===== src/rtl/mem_bus_arbiter.sv =====
// mem_bus_arbiter
//   Three-master, single-slave bus arbiter. Masters are granted round-robin
//   starting after the previous owner. The owner keeps the bus for as long as
//   it holds its cyc line. A strobe that goes unacknowledged for TIMEOUT
//   cycles is terminated with a one-cycle error to the owner.
//
// Ports
//   clk, rst_n        clock (rising edge), asynchronous active-low reset
//   m_cyc_i/stb_i/we_i per-master cycle, strobe, write enable (bit k = master k)
//   m_adr_i, m_dat_i  packed per-master address / write data, master k at [k*W +: W]
//   m_dat_o           slave read data broadcast to every master
//   m_ack_o, m_err_o  per-master acknowledge / timeout error
//   grant_o           one-hot current owner, zero when the bus is unowned
//   s_cyc_o .. s_dat_o slave-side bus controls, address and write data
//   s_dat_i, s_ack_i  slave read data and acknowledge

module mem_bus_arbiter #(
    parameter int unsigned ADDR_W  = 12,
    parameter int unsigned DATA_W  = 18,
    parameter int unsigned TIMEOUT = 15
) (
    input  logic                  clk,
    input  logic                  rst_n,
    input  logic [2:0]            m_cyc_i,
    input  logic [2:0]            m_stb_i,
    input  logic [2:0]            m_we_i,
    input  logic [3*ADDR_W-1:0]   m_adr_i,
    input  logic [3*DATA_W-1:0]   m_dat_i,
    output logic [DATA_W-1:0]     m_dat_o,
    output logic [2:0]            m_ack_o,
    output logic [2:0]            m_err_o,
    output logic [2:0]            grant_o,
    output logic                  s_cyc_o,
    output logic                  s_stb_o,
    output logic                  s_we_o,
    output logic [ADDR_W-1:0]     s_adr_o,
    output logic [DATA_W-1:0]     s_dat_o,
    input  logic [DATA_W-1:0]     s_dat_i,
    input  logic                  s_ack_i
);

    localparam logic [7:0] TimeoutCnt = 8'(TIMEOUT);

    typedef enum logic [1:0] {StIdle, StBusy, StErr} state_e;

    state_e      state_q;
    logic [1:0]  owner_q;
    logic [1:0]  last_owner_q;
    logic [7:0]  cnt_q;

    logic              own_cyc;
    logic              own_stb;
    logic              own_we;
    logic [ADDR_W-1:0] own_adr;
    logic [DATA_W-1:0] own_dat;
    logic [2:0]        owner_oh;
    logic              busy;
    logic              timeout;
    logic [1:0]        pick;

    // Owner's bus signals.
    always_comb begin
        own_cyc = 1'b0;
        own_stb = 1'b0;
        own_we  = 1'b0;
        own_adr = '0;
        own_dat = '0;
        unique case (owner_q)
            2'd0: begin
                own_cyc = m_cyc_i[0];
                own_stb = m_stb_i[0];
                own_we  = m_we_i[0];
                own_adr = m_adr_i[0 +: ADDR_W];
                own_dat = m_dat_i[0 +: DATA_W];
            end
            2'd1: begin
                own_cyc = m_cyc_i[1];
                own_stb = m_stb_i[1];
                own_we  = m_we_i[1];
                own_adr = m_adr_i[ADDR_W +: ADDR_W];
                own_dat = m_dat_i[DATA_W +: DATA_W];
            end
            default: begin
                own_cyc = m_cyc_i[2];
                own_stb = m_stb_i[2];
                own_we  = m_we_i[2];
                own_adr = m_adr_i[2*ADDR_W +: ADDR_W];
                own_dat = m_dat_i[2*DATA_W +: DATA_W];
            end
        endcase
    end

    // Round-robin pick: scan from the highest-priority candidate down so the
    // first requester after last_owner is the one left in pick.
    always_comb begin
        pick = 2'd0;
        for (int i = 2; i >= 0; i--) begin
            int idx;
            idx = (int'(last_owner_q) + 1 + i) % 3;
            if (m_cyc_i[idx]) pick = 2'(idx);
        end
    end

    assign owner_oh = 3'b001 << owner_q;
    assign busy     = (state_q == StBusy);
    // An ack in the same cycle pre-empts the timeout.
    assign timeout  = busy & own_cyc & own_stb & ~s_ack_i & (cnt_q >= TimeoutCnt);

    assign grant_o = (state_q != StIdle) ? owner_oh : 3'b000;
    assign s_cyc_o = busy & own_cyc & ~timeout;
    assign s_stb_o = busy & own_stb & ~timeout;
    assign s_we_o  = busy & own_we;
    assign s_adr_o = busy ? own_adr : '0;
    assign s_dat_o = busy ? own_dat : '0;
    assign m_ack_o = (busy & s_ack_i & own_stb) ? owner_oh : 3'b000;
    assign m_err_o = timeout ? owner_oh : 3'b000;
    assign m_dat_o = s_dat_i;

    always_ff @(posedge clk or negedge rst_n) begin
        if (!rst_n) begin
            state_q      <= StIdle;
            owner_q      <= 2'd0;
            last_owner_q <= 2'd2;
            cnt_q        <= 8'd0;
        end else begin
            unique case (state_q)
                StIdle: begin
                    cnt_q <= 8'd0;
                    if (|m_cyc_i) begin
                        owner_q <= pick;
                        state_q <= StBusy;
                    end
                end
                StBusy: begin
                    if (!own_cyc) begin
                        state_q      <= StIdle;
                        last_owner_q <= owner_q;
                        cnt_q        <= 8'd0;
                    end else if (timeout) begin
                        state_q <= StErr;
                        cnt_q   <= 8'd0;
                    end else if (s_ack_i || !own_stb) begin
                        cnt_q <= 8'd0;
                    end else if (cnt_q != 8'hFF) begin
                        cnt_q <= cnt_q + 8'd1;
                    end
                end
                StErr: begin
                    cnt_q <= 8'd0;
                    if (!own_cyc) begin
                        state_q      <= StIdle;
                        last_owner_q <= owner_q;
                    end
                end
                default: state_q <= StIdle;
            endcase
        end
    end

endmodule


===== config.mk =====
export PLATFORM = sky130hd
export DESIGN_NAME = mem_bus_arbiter
export DESIGN_NICKNAME = d
export VERILOG_FILES = /design/src/rtl/mem_bus_arbiter.sv
export SDC_FILE = /design/constraint.sdc
export NUM_CORES = 1
export LEC_CHECK = 0
export ABC_AREA = 1
export BUFFER_PORTS_ARGS = -buffer_cell sky130_fd_sc_hd__clkbuf_2
export CORE_AREA = 8 8 61 114
export DETAILED_ROUTE_END_ITERATION = 8
export DIE_AREA = 0 0 69 122
export PLACE_DENSITY = 0.82
export SYNTH_ARGS = -nofsm -noshare
export SYNTH_HDL_FRONTEND = slang
export SYNTH_SLANG_ARGS = --single-unit

===== constraint.sdc =====
create_clock -name clk -period 2.8 [get_ports clk]
set_input_delay 0.14 -clock clk [delete_from_list [all_inputs] [get_ports clk]]
set_output_delay 0.14 -clock clk [all_outputs]
set_load 0.03 [all_outputs]

### Word-level counts from Yosys, hierarchy flattened

Index checks and enable logic that the tools add are counted.
Widths: inputs -> output; s select.

* register bits after elaboration: 14
* input bits: 120
* output and inout bits: 60
* logic and storage cells: 82

* $add $sub $neg: 4
* divide/modulo/power cells: 3
* magnitude comparators: 4
* equality and inequality tests: 8
* shifts and indexed selects: 1
* muxes and demuxes: 32
* bitwise operators: 13
* reduce and logical (&&, ||, !) cells: 13

Operators with widths (count)
* $lt 32x4->1 const B: 3
* $mod 32x3->32 const B: 3
* $pmux 18 s2: 1
* $add 32x2->32 const B: 1
* $add 32x3->32 const B: 1
* $mux 8: 4
* $pmux 12 s2: 1
* $mux 18: 1
* $pmux 8 s2: 1
* $mux 2: 7
* $mux 12: 1
* $and 1x1->1: 10
* $mux 3: 3
* $add 8x1->8 const B: 1
* $ge 8x4->1 const B: 1
* $ne 8x8->1 const B: 1
* $bmux 1 s2: 3
* $mux 1: 6
* $pmux 1 s2: 3
* $pmux 2 s3: 1
* $reduce_and 2->1: 3
* $ne 5x2->1 const B: 1
* $eq 2x1->1 const B: 2
* $logic_not 2->1: 2
* other kinds (12): 17

### Logic depth before layout (Yosys ltp)

Gate-level depths: netlist of the first run.

* word-level depth: 9
* mapped depth: 10
* depth with buffers taken out: 9

### Worst setup path after synthesis of the first run

Ideal clock, no wire load.

* kind: reg2out
* start: reg state_q[1]
* end: out m_err_o[0]
* data arrival time: 1433 ps
* required time: 2660 ps
* slack: 1227 ps
* cell stages (with the launch flop): 7
* buffers on the path: 0
* path through: dfrtp_1 inv_1 ha_1 inv_1 nor2_4 nand3_4 nor2_1

* word-level cells in the longest chain between the ends: 6

Ends and longest elaborated chain
* start, declared: RTL line 46 `state_e state_q;`
* start signal, assigned: RTL line 121 `state_q <= StIdle;`
* start signal, assigned: RTL line 131 `state_q <= StBusy;`
* start signal, assigned: RTL line 136 `state_q <= StIdle;`
* $eq 2x1->1: RTL line 105 `assign busy = (state_q == StBusy);`
* $and 1x1->1 (4 in a row): RTL line 107 `assign timeout = busy & own_cyc & own_stb & ~s_ack_i & (cnt_q >= TimeoutCnt);`
* $mux 3: RTL line 116 `assign m_err_o = timeout ? owner_oh : 3'b000;`
* end, declared: RTL line 31 `output logic [2:0] m_err_o,`

No other way between the ends.

### Worst setup path after layout of the first run

* start: reg state_q[1]
* end: out s_stb_o

* word-level cells in the longest chain between the ends: 7
* elaborated cells on any way between the ends: 8
* classes of those cells: eq/ne (1); bitwise (7)

Ends and longest elaborated chain
* $eq 2x1->1 (*): RTL line 105
* $and 1x1->1 (4 in a row): RTL line 107
* $not 1->1: RTL line 111 `assign s_stb_o = busy & own_stb & ~timeout;`
* $and 1x1->1 (*): RTL line 111
* end, declared: RTL line 34 `output logic s_stb_o,`

Every way passes the cells marked *; elsewhere a longest branch is shown, timed or not.

==> summary.md, run 1 <==
| Metric | Value |
|---|---|
| Maximum VDD drop | `0.854 mV` |
| Die Width | `69 µm` |
| # fillers | `564` |
| Critical Path AT | `2.10 ns` |
| Global-route wire length before repair | `11.6 mm` |
| CP max stage delay | `0.52 ns` |
| Max Transition Viols Final | `0` |
| Area of the multi-input gates | `1310 µm²` |
| Top FF cell, synth | `dfrtp_1` |
| Final setup violation count | `0` |
| Antenna-violating nets left | `0` |
| FMAX | `446 MHz` |
| GP Congestion | `0.818` |
| CTS tree | `built` |
| Most common cell on crit path | `inv_1` |
| Largest net degree at the start of global routing | `36` |
| Synth Warn # | `0` |
| Port buffer count | `143` |
| Design area | `2750 µm²` |
| WL final | `7.18 mm` |
| Slew headroom | `0.615` |
| Synthesis-to-finish area growth | `31.8%` |
| CP top delay family | `adder cells` |
| EDFF count, synth | `0` |
| Nets | `614` |
| Worst-Margin Slew | `0.578 ns` |
| Post-CTS Setup Inserts | `0` |
| Max-cap viol count | `0` |
| Core Area | `5420 µm²` |
| Synth area leaders | `nand2_1 23%, nand3_1 17%, dfrtp_1 16%` |
| Die area | `8420 µm²` |
| Layout Skew | `0.00238 ns` |
| Async SR Flop Fraction | `1.00` |
| DP Worst Slack | `0.812 ns` |
| Share of cells above drive strength 1 | `0.342` |
| Hold Violations, Final | `0` |
| Syn Area/Cell | `5.64 µm²` |
| Initial antenna violation count | `0` |
| WP data required | `2.66 ns` |
| Mapped Nets | `497` |
| Distinct cells, synth | `32` |
| H-tree depth | `1` |
| Hold Path Class | `in -> reg` |
| Number of global-route vias before repair | `2666` |
| Lkg Pwr | `1.80 nW` |
| Post-detail-place hpwl | `5.90 mm` |
| Clock root buffer | `clkbuf_8` |
| Total GRT Usage | `0.157` |
| CP bufs+invs | `3` |
| Clk pin slew, worst setup/hold paths | `0.06 ns` |
| Synth cell count leaders | `126 x nand2_1, 72 x nand3_1, 53 x inv_1, 19 x buf_4, 17 x nor2_1` |
| Post-route DRC | `0` |
| Cell area after synthesis | `2090 µm²` |
| Unrepaired setup endpoints after global routing | `no` |
| Placed instance area | `2680 µm²` |
| P per Cell Area | `982 nW/µm²` |
| Sequential cell area fraction in the yosys report | `0.169` |
| Crit path cell chain | `inv_1 > ha_1 > inv_1 > nor2_4 > nand3_4 > and2_1 > clkbuf_2` |
| Crit path time final | `2.24 ns` |
| Crit Path Category | `reg -> out` |
| Initial core utilization | `0.385` |
| CP Capture Type | `output port` |
| Most numerous cell in the Yosys netlist | `nand2_1` |
| Clock insertion delay at the later pin of the skew report | `0.25 ns` |
| CTS Buf Count | `3` |
| DR pass1 iterations | `4` |
| Routed wire per std cell | `13.2 µm` |
| Chip height | `122 µm` |
| CTS sink cnt | `14` |
| Post-Route Setup TNS | `0 ns` |
| Core Util, Final | `0.507` |
| Syn Inst Count | `370` |
| 1st-iter DRT viols | `118` |
| Row Count | `38` |
| Synthesized flop and latch total | `14` |
| Overflow after GRT | `0` |
| Slowest CP cell | `ha_1` |
| Via Count | `2661` |
| Ports | `180` |
| Diode count | `0` |
| Synth area leader | `nand2_1` |
| Vias per cell | `4.87` |
| Final Cycle Share | `0.801` |
| Final Power | `2.70 mW` |
| Max FO, Critical Path | `15` |
| Longest Clk Path Bufs | `2` |
| Area share of the largest cell type after synthesis | `0.227` |
| Fin worst setup slack | `0.557 ns` |
| Status | `completed` |
| Startpoint Class | `flop` |
| Register area | `352 µm²` |
==> sequential cells by signal, summed over array words and instances (netlist names) <==
name          flops
cnt_q             8
owner_q           2
state_q           2
last_owner_q      2
==> layout by cell type, fill, tap and decap left out <==
cell,netlist,layout
inv_4,1,1
clkbuf_8,0,4
nand3_1,72,72
o21ai_0,5,5
o22ai_1,1,1
nor2_2,1,1
buf_4,19,3
nand2_2,4,4
nor2_1,17,17
dlygate4sd3_1,0,1
nand4_1,6,6
dfstp_2,1,1
nand3_2,3,3
nor3_1,2,2
o21bai_1,1,1
a21oi_2,1,1
nand2_1,126,126
clkinv_1,1,1
inv_1,53,53
clkbuf_2,0,143
nor2_4,2,2
dfrtp_1,13,13
ha_1,7,7
xnor2_1,2,2
and2_1,1,1
nand3_4,1,1
xor2_1,3,3
a21oi_1,7,7
nor2_8,1,1
nand3b_2,1,1
a31oi_1,2,2
==> power breakdown <==
group | switching, mW | internal, mW | leakage, nW | total (mW)
clock network | 0.0792 | 0.125 | 0.0288 | 0.204
registers | 0.0739 | 0.254 | 0.184 | 0.328
logic | 1.53 | 0.638 | 1.59 | 2.17
==> area by class of cell <==
type | count | share of cell area
tap | 60 | 0.0273
multi-input combinational | 266 | 0.477
clock buffer | 4 | 0.0200
timing repair buffer | 147 | 0.272
inverter | 55 | 0.0760
sequential | 14 | 0.128
==> logic make-up (layout without fill, tap and decap cells) <==
logic type                 count (synthesis)  in the layout  synth area share
DFF                                       14             14             0.169
adders and majority gates                  7              7            0.0420
buffers and inverters                     90            206             0.203
and+or+nand+nor                          237            237             0.520
AOI/OAI and AO/OA                         17             17            0.0456
xor gates and xnor gates                   5              5            0.0210
==> path summary, 6_finish.rpt <==
check,start,to,slack (ns),depth (start not counted)
worst min-delay path,m_cyc_i[2],owner_q[1]$_DFFE_PN0P_,0.28,3
max in group asynchronous,rst_n,last_owner_q[1]$_DFFE_PN1P_,2.16,2
worst max-delay path,state_q[1]$_DFFE_PN0P_,s_stb_o,0.56,7
worst min register to register,last_owner_q[0]$_DFFE_PN0P_,last_owner_q[0]$_DFFE_PN0P_,0.52,2
min in group asynchronous,rst_n,cnt_q[4]$_DFFE_PN0P_,0.33,2
worst max register to register,state_q[1]$_DFFE_PN0P_,cnt_q[3]$_DFFE_PN0P_,0.96,7
==> metal layers <==
layer	track usage	up-vias	routed length (µm)
met5	0	-	0
met4	0.0374	0	63
met3	0.0423	8	524
met2	0.323	96	4040
met1	0.145	1184	2560
li1	-	1373	-
==> tightest hold or removal path, delay by kind of cell <==
kind	cells	cell delay [ns]
buf+inv	1	0.13
simple gates	1	0.11
compound gates	1	0.10
==> through the flow <==
step	cells	hold WS [ns]
3_5_place_dp	541	0.0763
3_3_place_gp	541	0.0656
5_1_grt	546	0.280
2_1_floorplan	370	-0.156
6_report	546	0.280
4_1_cts	546	0.280
==> repair_timing <==
action / 4_1_cts / 5_1_grt
endpoints found under the hold margin: 13 / 0
hold buffers: 1 / 0
resized for setup: 0 / 0
No activity file was read; power rests on OpenSTA's default activity.
==> run 2: changes to the inputs <==
--- a/config.mk
+++ b/config.mk
@@ -5,12 +5,12 @@
 export SDC_FILE = /design/constraint.sdc
 export NUM_CORES = 1
 export LEC_CHECK = 0
-export ABC_AREA = 1
+export ABC_AREA = 0
 export BUFFER_PORTS_ARGS = -buffer_cell sky130_fd_sc_hd__clkbuf_2
 export CORE_AREA = 8 8 61 114
 export DETAILED_ROUTE_END_ITERATION = 8
 export DIE_AREA = 0 0 69 122
-export PLACE_DENSITY = 0.82
+export PLACE_DENSITY = 0.81
 export SYNTH_ARGS = -nofsm -noshare
 export SYNTH_HDL_FRONTEND = slang
 export SYNTH_SLANG_ARGS = --single-unit
==> constraint.sdc (replaced) <==
create_clock -name clk -period 2.2 [get_ports clk]
set_input_delay 0.11 -clock clk [delete_from_list [all_inputs] [get_ports clk]]
set_output_delay 0.11 -clock clk [all_outputs]
set_load 0.03 [all_outputs]
==> run 2 against run 1 <==
Effect of this change:
- count of clock-buffer cells in the layout stayed put
- critical path depth is 1 lower
- worst setup slack worse by 0.42 ns
- wire length is 3.2% higher
- combinational power is 9.7% higher
- power is 11% higher
- worst hold slack worse by 0.084 ns
- sequential power is 12% higher
- critical endpoint unchanged
==> summary.md, run 2 <==
| Metric | Value |
|---|---|
| Post-detail-place hpwl | `6.25 mm (+5.9%)` |
| Number of global-route vias before repair | `2370 (-11%)` |
| Synthesis-to-finish area growth | `33.6%` |
| Diode count | `0 (unchanged)` |
| FF-to-FF End | `state_q[0]$_DFFE_PN0P_` |
| Antenna-violating nets left | `0 (unchanged)` |
| Chip height | `122 µm (unchanged)` |
| H-tree depth | `1 (unchanged)` |
| Port buffer count | `143 (unchanged)` |
| Synth cell count leaders | `44 x nand2_1, 39 x o21ai_0, 32 x and2_1, 32 x mux2i_1, 19 x buf_4` |
| WL final | `7.42 mm (+3.2%)` |
| Fin worst setup slack | `0.133 ns (-0.424 ns)` |
| WP data required | `2.09 ns (-0.57 ns)` |
| Area share of the largest cell type after synthesis | `0.160 (-0.0665)` |
| Most common cell after layout, fill and taps aside | `clkbuf_2` |
| Largest net degree at the start of global routing | `67 (+86%)` |
| Distinct cells, synth | `38 (+19%)` |
| FMAX | `484 MHz` |
| CP Capture Type | `output port` |
| Synth area leaders | `dfrtp_1 16%, mux2i_1 16%, and2_1 9.9%` |
| Die area | `8420 µm² (unchanged)` |
| Hold endpoint | `owner_q[1]$_DFFE_PN0P_` |
| EDFF count, synth | `0 (unchanged)` |
| Mapped Nets | `408 (-18%)` |
| Maximum VDD drop | `1.02 mV (+20%)` |
| CTS Buf Count | `3 (unchanged)` |
| DR pass1 iterations | `4 (unchanged)` |
| Initial core utilization | `0.374 (-0.0104)` |
| Sequential cell area fraction in the yosys report | `0.173 (+0.00468)` |
| Startpoint Class | `flop` |
| Crit path cell chain | `or4_4 > nor2_2 > nor2_1 > nand3_2 > and4_1 > clkbuf_4` |
| Worst-Margin Slew | `0.616 ns (+0.0374 ns)` |
| CP bufs+invs | `1 (-2)` |
| Max FO, Critical Path | `5 (-10)` |
| Crit Path Category | `reg -> out` |
| Syn Area/Cell | `7.22 µm² (+28%)` |
| Most numerous cell in the Yosys netlist | `nand2_1` |
| Synth Warn # | `0 (unchanged)` |
| Hold Path Class | `in -> reg` |
| Synth area leader | `dfrtp_1` |
| Initial antenna violation count | `0 (unchanged)` |
| Routed wire per std cell | `16.3 µm (+24%)` |
| Total GRT Usage | `0.163 (+0.00564)` |
| Via Count | `2397 (-9.9%)` |
| Hold path cells | `3 (unchanged)` |
| Post-route DRC | `0 (unchanged)` |
| Cell area after synthesis | `2030 µm² (-2.7%)` |
| CTS sink cnt | `14 (unchanged)` |
| Async SR Flop Fraction | `1.00 (unchanged)` |
| Nets | `523 (-15%)` |
| Final setup violation count | `0 (unchanged)` |
| Clock insertion delay at the later pin of the skew report | `0.25 ns (about the same)` |
| Hold Violations, Final | `0 (unchanged)` |
| Slowest CP cell | `or4_4` |
| Max FFs per register | `8 (unchanged)` |
| Share of cells above drive strength 1 | `0.420 (+0.0787)` |
| Syn Inst Count | `281 (-24%)` |
| R2r setup slk | `0.35 ns (-0.61 ns)` |
| Crit path time final | `2.07 ns` |
| Clk pin slew, worst setup/hold paths | `0.06 ns (about the same)` |
| Synthesized flop and latch total | `14 (unchanged)` |
| CP max stage delay | `0.57 ns (+0.05 ns)` |
| Overflow after GRT | `0 (unchanged)` |
| Global-route wire length before repair | `11.6 mm (+0.30%)` |
| Post-Route Setup TNS | `0 ns (unchanged)` |
| Lkg Pwr | `1.43 nW (-21%)` |
| Post-CTS Setup Inserts | `0 (unchanged)` |
| Vias per cell | `5.27 (+8.1%)` |
| Critical Path AT | `1.96 ns (-0.14 ns)` |
| P per Cell Area | `1110 nW/µm² (+13%)` |
| GP Congestion | `0.839 (+2.6%)` |
| Core Util, Final | `0.500 (-0.00693)` |
| Commonest non-fill, non-tap cells in the layout | `142 x clkbuf_2, 44 x nand2_1, 39 x o21ai_0` |
| Biggest register | `cnt_q` |
| Worst hold start | `m_cyc_i[2]` |
| Ports | `180 (unchanged)` |
| Max-cap viol count | `0 (unchanged)` |
| Worst R2R Start | `owner_q[0]$_DFFE_PN0P_` |
| Die Width | `69 µm (unchanged)` |
| Slew headroom | `0.590 (-0.0249)` |
| R2R depth | `6 (-1)` |
| 1st-iter DRT viols | `117 (-0.85%)` |
| CTS tree | `built` |
| Layout Skew | `0.00532 ns (+0.00294 ns)` |
| Max Transition Viols Final | `0 (unchanged)` |
| Final Cycle Share | `0.939` |
| Core Area | `5420 µm² (unchanged)` |
| Longest Clk Path Bufs | `2 (unchanged)` |
| Row Count | `38 (unchanged)` |
| Unrepaired setup endpoints after global routing | `no` |
| DP Worst Slack | `0.306 ns (-0.506 ns)` |
| Clock root buffer | `clkbuf_8` |
| Top FF cell, synth | `dfrtp_1` |
| CP top delay family | `simple AND/OR/NAND/NOR gates` |
| Status | `completed` |
-- run 2: tightest hold or removal path: cells and delay by family --
kind | cells | cell delay, ns
and+or+nand+nor | 1 | 0.06
buffers and inverters | 1 | 0.13
AOI/OAI and AO/OA | 1 | 0.10
-- run 2: cells by family after synthesis --
family | share of synthesized area
buf+inv | 0.127
simple gates | 0.292
flops | 0.173
fa+ha+maj | 0.0432
mux | 0.169
compound gates | 0.187
xor+xnor | 0.00863
-- run 2: worst max path at each step --
stage	slack (ns)	start	cells after the start	to
final	0.13	cnt_q[4]$_DFFE_PN0P_	6	s_stb_o
after global routing	0.02	owner_q[0]$_DFFE_PN0P_	5	s_dat_o[4]
after CTS	0.03	cnt_q[4]$_DFFE_PN0P_	6	s_stb_o
after detailed placement	0.31	cnt_q[4]$_DFFE_PN0P_	6	s_stb_o
after global placement	0.33	cnt_q[4]$_DFFE_PN0P_	6	s_stb_o
after floorplan	0.32	cnt_q[0]$_DFFE_PN0P_	6	m_err_o[0]
-- run 2: power by group --
part | internal [mW] | switching [mW] | leakage, nW
Combinational | 0.811 | 1.57 | 1.22
Sequential | 0.309 | 0.0595 | 0.182
Clock | 0.159 | 0.0906 | 0.0288
-- run 2: layout make-up --
class / count / area, µm²
clock buffer: 4 / 55.1
tap: 60 / 75.1
inverter: 11 / 41.3
timing repair buffer: 147 / 751
sequential: 14 / 355
multi-input combinational: 219 / 1430
fill: 549 / 2710
-- run 2: stage by stage --
step           cells  cell area [µm²]  hold WS (ns)  total power, mW
2_1_floorplan    281             2030        -0.186             2.17
3_3_place_gp     450             2630        0.0294             2.73
3_5_place_dp     450             2630        0.0310             2.77
4_1_cts          455             2690         0.196             3.03
5_1_grt          455             2710         0.208             3.22
6_report         455             2710         0.195             3.00
-- run 2: metal layers --
layer  part of all wire  wire [µm]  track usage  up-vias
met2               0.53       3960        0.302      112
met1               0.36       2680        0.171     1098
li1                   -          -            -     1164
met3              0.080        593       0.0383       23
met5                  0          0            0        -
met4              0.025        185       0.0671        0
-- run 2: what timing repair did --
action / 4_1_cts / 5_1_grt
endpoints found under the setup margin: 0 / 4
endpoints found under the hold margin: 13 / 0
gates resized for setup: 0 / 7
hold buffers: 1 / 0
==> run 3: changes to the inputs <==
--- a/config.mk
+++ b/config.mk
@@ -8,6 +8,7 @@
 export ABC_AREA = 0
 export BUFFER_PORTS_ARGS = -buffer_cell sky130_fd_sc_hd__clkbuf_2
 export CORE_AREA = 8 8 61 114
+export CTS_BUF_LIST = sky130_fd_sc_hd__clkbuf_16
 export DETAILED_ROUTE_END_ITERATION = 8
 export DIE_AREA = 0 0 69 122
 export PLACE_DENSITY = 0.81
==> run 3 against run 2 <==
Effect of this change:
- clock skew is 0.0019 ns lower
- design area is 0.65% higher
- power is 3.1% higher
- highest routed layer unchanged
==> summary.md, run 3 (synthesis results as in run 2) <==
| Metric | Value |
|---|---|
| Status | `completed` |
| Nets | `523 (unchanged)` |
| Clock insertion delay at the later pin of the skew report | `0.24 ns (about the same)` |
| Commonest non-fill, non-tap cells in the layout | `142 x clkbuf_2, 44 x nand2_1, 39 x o21ai_0` |
| Total GRT Usage | `0.165 (+0.00151)` |
| DR pass1 iterations | `4 (unchanged)` |
| 1st-iter DRT viols | `96 (-18%)` |
| Worst path depth | `6 (unchanged)` |
| Initial antenna violation count | `0 (unchanged)` |
| Post-route DRC | `0 (unchanged)` |
| Setup crit end | `s_stb_o` |
| Antenna-violating nets left | `0 (unchanged)` |
| Largest net degree at the start of global routing | `67 (unchanged)` |
| Max Transition Viols Final | `0 (unchanged)` |
| Slew headroom | `0.592 (+0.00265)` |
| Vias per cell | `5.27 (about the same)` |
| Max FO, Critical Path | `5 (unchanged)` |
| Layout Skew | `0.00344 ns (-0.00189 ns)` |
| Crit Path Category | `reg -> out` |
| CTS Buf Count | `3 (unchanged)` |
| R2r setup slk | `0.32 ns (-0.03 ns)` |
| Unrepaired setup endpoints after global routing | `no` |
| Max FFs per register | `8 (unchanged)` |
| Maximum VDD drop | `0.961 mV (-6.0%)` |
| Ports | `180 (unchanged)` |
| Clk pin slew, worst setup/hold paths | `0.05 ns (about the same)` |
| Critical Path AT | `1.95 ns (about the same)` |
| Most common cell after layout, fill and taps aside | `clkbuf_2` |
| Diode count | `0 (unchanged)` |
| Final Power | `3.09 mW (+3.1%)` |
| Hold slack | `0.210 ns (+0.0146 ns)` |
| Lkg Pwr | `1.44 nW (+0.60%)` |
| Slowest CP cell | `or4_4` |
| Max-cap viol count | `0 (unchanged)` |
| Final setup violation count | `0 (unchanged)` |
| Number of global-route vias before repair | `2371 (+0.042%)` |
| Row Count | `38 (unchanged)` |
| Fin worst setup slack | `0.144 ns (+0.0113 ns)` |
| Overflow after GRT | `0 (unchanged)` |
| Post-CTS Setup Inserts | `0 (unchanged)` |
| Crit path cell chain | `or4_4 > nor2_2 > nor2_1 > nand3_2 > and4_1 > clkbuf_4` |
| Share of cells above drive strength 1 | `0.413 (-0.00759)` |
| Post-detail-place hpwl | `6.25 mm (unchanged)` |
| Hold path cells | `3 (unchanged)` |
| Biggest register | `cnt_q` |
| FF-to-FF End | `state_q[0]$_DFFE_PN0P_` |
| Synthesis-to-finish area growth | `34.5%` |
| Die area | `8420 µm² (unchanged)` |
| Worst R2R Start | `owner_q[0]$_DFFE_PN0P_` |
| Hold Path Class | `in -> reg` |
| Initial core utilization | `0.374 (unchanged)` |
| Routed wire per std cell | `16.4 µm (+0.31%)` |
| FMAX | `486 MHz (+0.55%)` |
| P per Cell Area | `1130 nW/µm² (+2.4%)` |
| WP data required | `2.09 ns (about the same)` |
| CP max stage delay | `0.58 ns (about the same)` |
| Global-route wire length before repair | `11.7 mm (+0.82%)` |
| CP Capture Type | `output port` |
| CTS tree | `built` |
| H-tree depth | `1 (unchanged)` |
| R2R depth | `6 (unchanged)` |
| Worst setup path start | `cnt_q[4]$_DFFE_PN0P_` |
| Startpoint Class | `flop` |
| Hold Violations, Final | `0 (unchanged)` |
| CTS sink cnt | `14 (unchanged)` |
| Crit path time final | `2.06 ns (-0.0113 ns)` |
| Clock root buffer | `clkbuf_16` |
| Final Cycle Share | `0.934 (-0.00513)` |
| WL final | `7.44 mm (+0.31%)` |
| DP Worst Slack | `0.306 ns (unchanged)` |
| Port buffer count | `143 (unchanged)` |
| Core Util, Final | `0.503 (+0.00323)` |
| Worst-Margin Slew | `0.612 ns (-0.00398 ns)` |
| Via Count | `2399 (+0.083%)` |
| CP top delay family | `simple AND/OR/NAND/NOR gates` |
| Core Area | `5420 µm² (unchanged)` |
| CP bufs+invs | `1 (unchanged)` |
| Post-Route Setup TNS | `0 ns (unchanged)` |
| Chip height | `122 µm (unchanged)` |
| GP Congestion | `0.839 (unchanged)` |
| Longest Clk Path Bufs | `2 (unchanged)` |
| Die Width | `69 µm (unchanged)` |
run 3: worst register-to-register path: cells and delay by family (launching register included):
kind | cells | cell delay, ns
buffers and inverters | 2 | 0.66
DFF | 1 | 0.40
AOI/OAI and AO/OA | 3 | 0.37
and+or+nand+nor | 1 | 0.33
run 3: worst min-delay path by stage:
stage / slack, ns / endpoint / startpoint
finish: 0.21 / owner_q[1]$_DFFE_PN0P_ / m_cyc_i[2]
global route: 0.22 / owner_q[1]$_DFFE_PN0P_ / m_cyc_i[2]
CTS: 0.21 / owner_q[1]$_DFFE_PN0P_ / m_cyc_i[2]
detailed placement: 0.03 / last_owner_q[0]$_DFFE_PN0P_ / rst_n
global placement: 0.03 / last_owner_q[0]$_DFFE_PN0P_ / rst_n
floorplan: -0.19 / cnt_q[0]$_DFFE_PN0P_ / rst_n
run 3: through the flow:
step / cell area, µm² / std cells
4_1_cts: 2720 / 455
3_3_place_gp: 2630 / 450
6_report: 2730 / 455
3_5_place_dp: 2630 / 450
2_1_floorplan: 2030 / 281
5_1_grt: 2730 / 455
run 3: final cells by class:
type	count	area [µm²]
sequential	14	354
multi-input combinational	219	1430
timing repair buffer	147	751
tap	60	75.1
inverter	11	41.3
clock buffer	3	75.1
fill	543	2690
clock inverter	1	3.75
run 3: routing by layer:
metal	track usage	vias to the layer above	routed length [µm]
met4	0.0632	0	181
met5	0	-	0
met1	0.173	1091	2710
met3	0.0407	25	584
met2	0.304	118	3970
li1	-	1165	-
run 3: repair_timing:
item | 4_1_cts | 5_1_grt
setup endpoints to repair | 0 | 3
hold endpoints to repair | 13 | 0
resized for setup | 0 | 5
hold buffers | 1 | 0
run 3: power breakdown:
part | total, mW | internal, mW | switching, mW
clock | 0.340 | 0.240 | 0.100
combinational | 2.38 | 0.811 | 1.57
sequential | 0.367 | 0.310 | 0.0578
